===== src/rtl/alu_mul_sequencer.sv =====
// Shift-add unsigned multiplier that drives an external ALU's 32-bit adder.
// Each RUN step may add the shifted multiplicand into the accumulator through
// the ALU. An optional FLAG pass writes the product's flags into the ALU.
module alu_mul_sequencer #(
  parameter int          OP_W       = 16,
  parameter logic [4:0]  FUNSEL_ADD = 5'b10100
) (
  input  logic            Clock,
  input  logic            Reset_n,
  input  logic            Start,
  input  logic [OP_W-1:0] OpA,
  input  logic [OP_W-1:0] OpB,
  input  logic            SetFlags,
  output logic            Busy,
  output logic            Done,
  output logic [31:0]     Product,
  output logic [31:0]     AluA,
  output logic [31:0]     AluB,
  output logic [4:0]      AluFunSel,
  output logic            AluWF,
  input  logic [31:0]     AluOut
);

  typedef enum logic [1:0] {
    ST_IDLE = 2'd0,
    ST_RUN  = 2'd1,
    ST_FLAG = 2'd2,
    ST_DONE = 2'd3
  } state_t;

  state_t            state_reg;
  state_t            state_next;
  logic [31:0]       p_reg;     // accumulator
  logic [31:0]       m_reg;     // multiplicand, shifted left each step
  logic [OP_W-1:0]   q_reg;     // multiplier, shifted right each step
  logic [4:0]        cnt_reg;   // completed step count
  logic              sf_reg;    // SetFlags captured with Start

  logic              accept;
  logic              last_step;

  // A Start is taken in IDLE and also in DONE, which gives back-to-back operation.
  assign accept    = Start && ((state_reg == ST_IDLE) || (state_reg == ST_DONE));
  assign last_step = (cnt_reg == 5'(OP_W - 1));

  // State register.
  always_ff @(posedge Clock or negedge Reset_n) begin
    if (!Reset_n) state_reg <= ST_IDLE;
    else          state_reg <= state_next;
  end

  // Next-state logic; no early exit, RUN always takes OP_W steps.
  always_comb begin
    state_next = state_reg;
    case (state_reg)
      ST_IDLE: if (accept) state_next = ST_RUN;
      ST_RUN:  if (last_step) state_next = sf_reg ? ST_FLAG : ST_DONE;
      ST_FLAG: state_next = ST_DONE;
      ST_DONE: state_next = accept ? ST_RUN : ST_IDLE;
      default: state_next = ST_IDLE;
    endcase
  end

  // Output logic: ALU operands come from the accumulator datapath.
  always_comb begin
    Busy      = 1'b0;
    Done      = 1'b0;
    AluA      = 32'd0;
    AluB      = 32'd0;
    AluWF     = 1'b0;
    AluFunSel = FUNSEL_ADD;
    case (state_reg)
      ST_RUN: begin
        Busy = 1'b1;
        AluA = p_reg;
        AluB = m_reg;
      end
      ST_FLAG: begin
        Busy  = 1'b1;
        AluA  = p_reg;
        AluWF = 1'b1;
      end
      ST_DONE: Done = 1'b1;
      default: ;
    endcase
  end

  // Shift-add datapath. Operands are latched only on acceptance, so later
  // changes to OpA/OpB/SetFlags, or a Start while busy, have no effect.
  always_ff @(posedge Clock or negedge Reset_n) begin
    if (!Reset_n) begin
      p_reg   <= 32'd0;
      m_reg   <= 32'd0;
      q_reg   <= '0;
      cnt_reg <= 5'd0;
      sf_reg  <= 1'b0;
    end else if (accept) begin
      p_reg   <= 32'd0;
      m_reg   <= {{(32-OP_W){1'b0}}, OpA};
      q_reg   <= OpB;
      cnt_reg <= 5'd0;
      sf_reg  <= SetFlags;
    end else if (state_reg == ST_RUN) begin
      if (q_reg[0]) p_reg <= AluOut;
      m_reg   <= m_reg << 1;
      q_reg   <= q_reg >> 1;
      cnt_reg <= cnt_reg + 5'd1;
    end
  end

  // Result register, loaded on the edge that enters DONE. Coming straight from
  // RUN, the final step's add is still in flight, so it is taken from AluOut.
  always_ff @(posedge Clock or negedge Reset_n) begin
    if (!Reset_n) begin
      Product <= 32'd0;
    end else if ((state_reg == ST_RUN) && last_step && !sf_reg) begin
      Product <= q_reg[0] ? AluOut : p_reg;
    end else if (state_reg == ST_FLAG) begin
      Product <= p_reg;
    end
  end

endmodule


===== config.mk =====
export PLATFORM = sky130hd
export DESIGN_NAME = alu_mul_sequencer
export DESIGN_NICKNAME = d
export VERILOG_FILES = /design/src/rtl/alu_mul_sequencer.sv
export SDC_FILE = /design/constraint.sdc
export NUM_CORES = 1
export LEC_CHECK = 0
export ABC_AREA = 1
export CORE_MARGIN = 2
export CORE_UTILIZATION = 43
export CTS_CLUSTER_DIAMETER = 80
export DETAILED_ROUTE_END_ITERATION = 12
export GPL_TIMING_DRIVEN = 0
export PLACE_DENSITY = 0.76
export SLEW_MARGIN = 0
export SYNTH_ARGS = -nofsm -noshare
export SYNTH_HDL_FRONTEND = slang
export SYNTH_SLANG_ARGS = --single-unit

===== constraint.sdc =====
create_clock -name Clock -period 1.4 [get_ports Clock]
set_input_delay 0.14 -clock Clock [delete_from_list [all_inputs] [get_ports Clock]]
set_output_delay 0.14 -clock Clock [all_outputs]
set_load 0.03 [all_outputs]

### Word-level counts from Yosys, hierarchy flattened

Index checks and enable logic that the tools add are counted.

| storage, ports and cells | value |
|---|---|
| flip-flop bits (word level) | 120 |
| input port bits | 68 |
| output and inout port bits | 104 |
| word-level logic and storage cells | 45 |

| cells by class | value |
|---|---|
| add/subtract/negate cells | 1 |
| equal/unequal tests | 6 |
| multiplexer cells | 21 |
| reductions and logical operators | 10 |

Operator list:

| kind | number |
|---|---|
| $mux 32 | 9 |
| $mux 16 | 2 |
| $mux 5 | 2 |
| $pmux 2 s4 | 1 |
| $add 5x1->5 const B | 1 |
| $eq 5x4->1 const B | 1 |
| $mux 1 | 5 |
| $eq 2x2->1 const B | 2 |
| $mux 2 | 2 |
| $ne 2x2->1 const B | 2 |
| $reduce_bool 2->1 | 2 |
| $logic_and 1x1->1 | 3 |
| $eq 2x1->1 const B | 1 |
| $logic_not 2->1 | 1 |
| $reduce_and 2->1 | 1 |
| $reduce_or 2->1 | 1 |
| $logic_not 1->1 | 1 |
| $logic_or 1x1->1 | 1 |

### Logic depth before layout (Yosys ltp)

| depth | value |
|---|---|
| depth after elaboration | 5 |
| depth in mapped cells | 10 |
| gate-level depth less buffers | 10 |

### Worst setup path before layout

No wires, ideal clock.

| path | value |
|---|---|
| kind | reg-to-output |
| start | register state_reg[0] |
| end | output port AluA[10] |
| arrival | 1.637 ns |
| data required time | 1.260 ns |
| slack | -0.377 ns |
| stages on the path, launching flop included | 7 |
| buffers on the path | 2 |
| cell sequence | dfrtp_1 -> inv_1 -> ha_1 -> buf_4 -> clkbuf_1 -> nand2_1 -> inv_1 |

| between the ends | value |
|---|---|
| cells in the longest elaborated chain, start to end | 3 |
| elaborated cells on any way between the ends | 4 |
| classes of those cells | eq/ne (2); mux (1); reduce/logical (1) |

Ends and longest elaborated chain:

| element | line | source |
|---|---|---|
| from (decl) | 31 | `state_t state_reg;` |
| from (signal assigned) | 49 | `else state_reg <= state_next;` |
| $eq 2x1->1 or $eq 2x2->1 (tied branches) | 72 | `case (state_reg)` |
| $reduce_or 2->1 (no source line) * | -- |  |
| $mux 32 * | 72 |  |
| to (decl) | 17 | `output logic [31:0] AluA,` |

Every way passes the cells marked *; elsewhere a longest branch is shown, timed or not.

### Final worst setup path

| path | value |
|---|---|
| start | register state_reg[0] |
| end | output port AluB[3] |

| between the ends | value |
|---|---|
| cells in the longest elaborated chain, start to end | 2 |

Ends and longest elaborated chain:

| element | line | source |
|---|---|---|
| $eq 2x1->1 | 72 |  |
| $mux 32 | 72 |  |
| to (decl) | 18 | `output logic [31:0] AluB,` |

Every way passes these cells.

==> impl_metrics.ini <==
[run_status]
status = complete, but fails checks
violations = negative setup slack

[timing]
post-route-period-util_pct = 133
slew_headroom_pct = 58.7
whs_ns = 0.246
rsz0062_at_grt = true
min_period_ns = 1.86
timing.final.ws_setup_ns = -0.456
tightest_slew_ns = 0.617
slew_violations = 0
setup_violations = 187
setup_tns_ns = -59.06
hold_viol = 0
fmax_mhz = 539
skew_ns = 0.00549

[logic_synthesis]
synth_top_cells_by_area = dfrtp_1, nand2_1, nand3_1
synth_compound_area_share_pct = 10.5
synth-xor-area-share_pct = 0
synthAdderAreaFrac_pct = 1.22
ys_warn_count = 0
synth_cell_types = 22
synth_area_per_cell_um2 = 7.50
synth-simple-area-share_pct = 26.3
synth_top_area_share_pct = 48.7
synth_top_family_by_area = simple AND/OR/NAND/NOR gates
synth_area_um2 = 6160
ys_ff_latch = 120
yosysSeqAreaShare_pct = 48.7
synth_top_area_cell = dfrtp_1
syn_inst = 821
muxShareOfSynthArea_pct = 0

[worst_setup_path]
critPathLaunchType = register
r2r_slack_ns = -0.38
cp-end-kind = output port
crit_arrival_ns = 1.72
crit_path_start = state_reg[0]
rr_worst_depth = 10
path_max_fanout = 10
r2r_end = m_reg[15]
critPathCapture = AluB[3]
required_ns = 1.26
reg2reg_from = state_reg[1]
crit_type = register to output port

[global_route]
grt_pass1_vias = 6155
gr-total-overflow = 0
grt_max_degree = 65
antenna_found_initial = 0
grt_pass1_wl_um = 30700
grtUsageTotal_pct = 26.2

[detailed_routing]
drc = 0
vias = 6315
via_per_inst = 5.07
routed_wl_um = 20500
firstDrtPassIters = 5
drt_first_iter_violations = 459
wire_per_inst_um = 16.5
ant_nets = 0

[cells_and_area]
layout_commonest_cell = nand2_1
fin_nets = 1128
area_growth_pct = 68.9
final_util_pct = 74.7
fin_cells = 1246
final_cell_mix = nand2_1, dfrtp_1, nand3_1
finish.instance_area_um2 = 10400
diodes = 0
drive_gt1_share_pct = 39.3
num-fill-cells = 989

[placed_design]
dp.final_hpwl_um = 12200
gp_congestion = 0.808
dp_slack_ns = -0.695
placed_area_um2 = 8180
port_buffers = 166
dp.cells = 1171

[floorplan]
fp.dieH_um = 124
rows = 43
die_w_um = 124
initial_core_util_pct = 44.2
die_area_um2 = 15300
ioPinCount = 172
coreArea_um2 = 13900

[cts]
clk_latency_ns = 0.42
numCtsBuffers = 17
clock_sinks = 120
cts_tree = built
cts_max_level = 4
clockBufferDepth = 2
path_clk_slew_ns = 0.06
cts_root_buffer = clkbuf_16

[pwr]
powerDensity_nw_per_um2 = 2620
p_leak_nw = 5.52
total_power_mw = 27.2
max-vdd-ir-drop_mv = 1.78

[job]
maxCapViolCount = 0

[hold_path]
hp-class = input port to async pin
[repair_timing]
item                       4_1_cts  5_1_grt
gates resized for setup        629      213
setup endpoints to repair      218      187
buffers inserted                17       12
hold endpoints to repair        56        0
hold buffers                     1        0
gates cloned                    18        0
pin swaps                        7       33
[layer usage]
layer | vias up | track usage (%) | share of wire, %
li1 | 3034 | - | -
met1 | 2989 | 32.4 | 40
met2 | 259 | 43.6 | 50
met3 | 33 | 7.55 | 8.0
met4 | 0 | 9.73 | 1.7
met5 | - | 0 | 0
[Yosys cell counts, drive strengths merged]
cell type / count
nand2: 277
dfrtp: 120
nor2: 9
a21oi: 16
nand3: 101
conb: 2
inv: 120
buf: 50
clkbuf: 7
o21ai: 113
ha: 6
[where the power goes]
part	internal (mW)	switching, mW	total, mW
clock network	3.51	1.55	5.06
registers	4.75	0.985	5.73
logic	7.09	9.35	16.4
[final cells by class]
| type | instances | area [µm²] | share of cell area (%) |
|---|---|---|---|
| buffer | 56 | 607 | 5.83 |
| clock buffer | 23 | 488 | 4.69 |
| clock inverter | 8 | 190 | 1.83 |
| inverter | 120 | 488 | 4.69 |
| multi-input combinational | 529 | 3150 | 30.2 |
| sequential | 120 | 3000 | 28.9 |
| tap | 180 | 225 | 2.16 |
| timing repair buffer | 210 | 2260 | 21.7 |
[cells by family (layout without fill, tap and decap cells)]
| group | after synthesis | in the layout |
|---|---|---|
| buf+inv | 177 | 417 |
| simple gates | 387 | 389 |
| fa+ha+maj | 6 | 6 |
| other cells | 2 | 5 |
| compound gates | 129 | 129 |
| flops | 120 | 120 |
[worst max-delay path, stage by stage (launching register included)]
cell,delay [ns]
dfrtp_1,0.40
buf_4,0.15
ha_4,0.16
buf_6,0.14
buf_6,0.15
nand2_1,0.08
inv_1,0.04
buf_4,0.16
[worst min-delay path by stage]
stage | depth (start not counted) | start | to | slack [ns]
floorplan | 0 | Reset_n | Product[0] | -0.16
global placement | 2 | m_reg[2] | m_reg[2] | 0.46
detailed placement | 1 | Reset_n | Product[5] | 0.15
CTS | 3 | OpB[15] | q_reg[15] | 0.26
global route | 3 | OpB[15] | q_reg[15] | 0.27
finish | 2 | Reset_n | Product[5] | 0.25
Note: power is estimated with default switching activity, not from simulation.
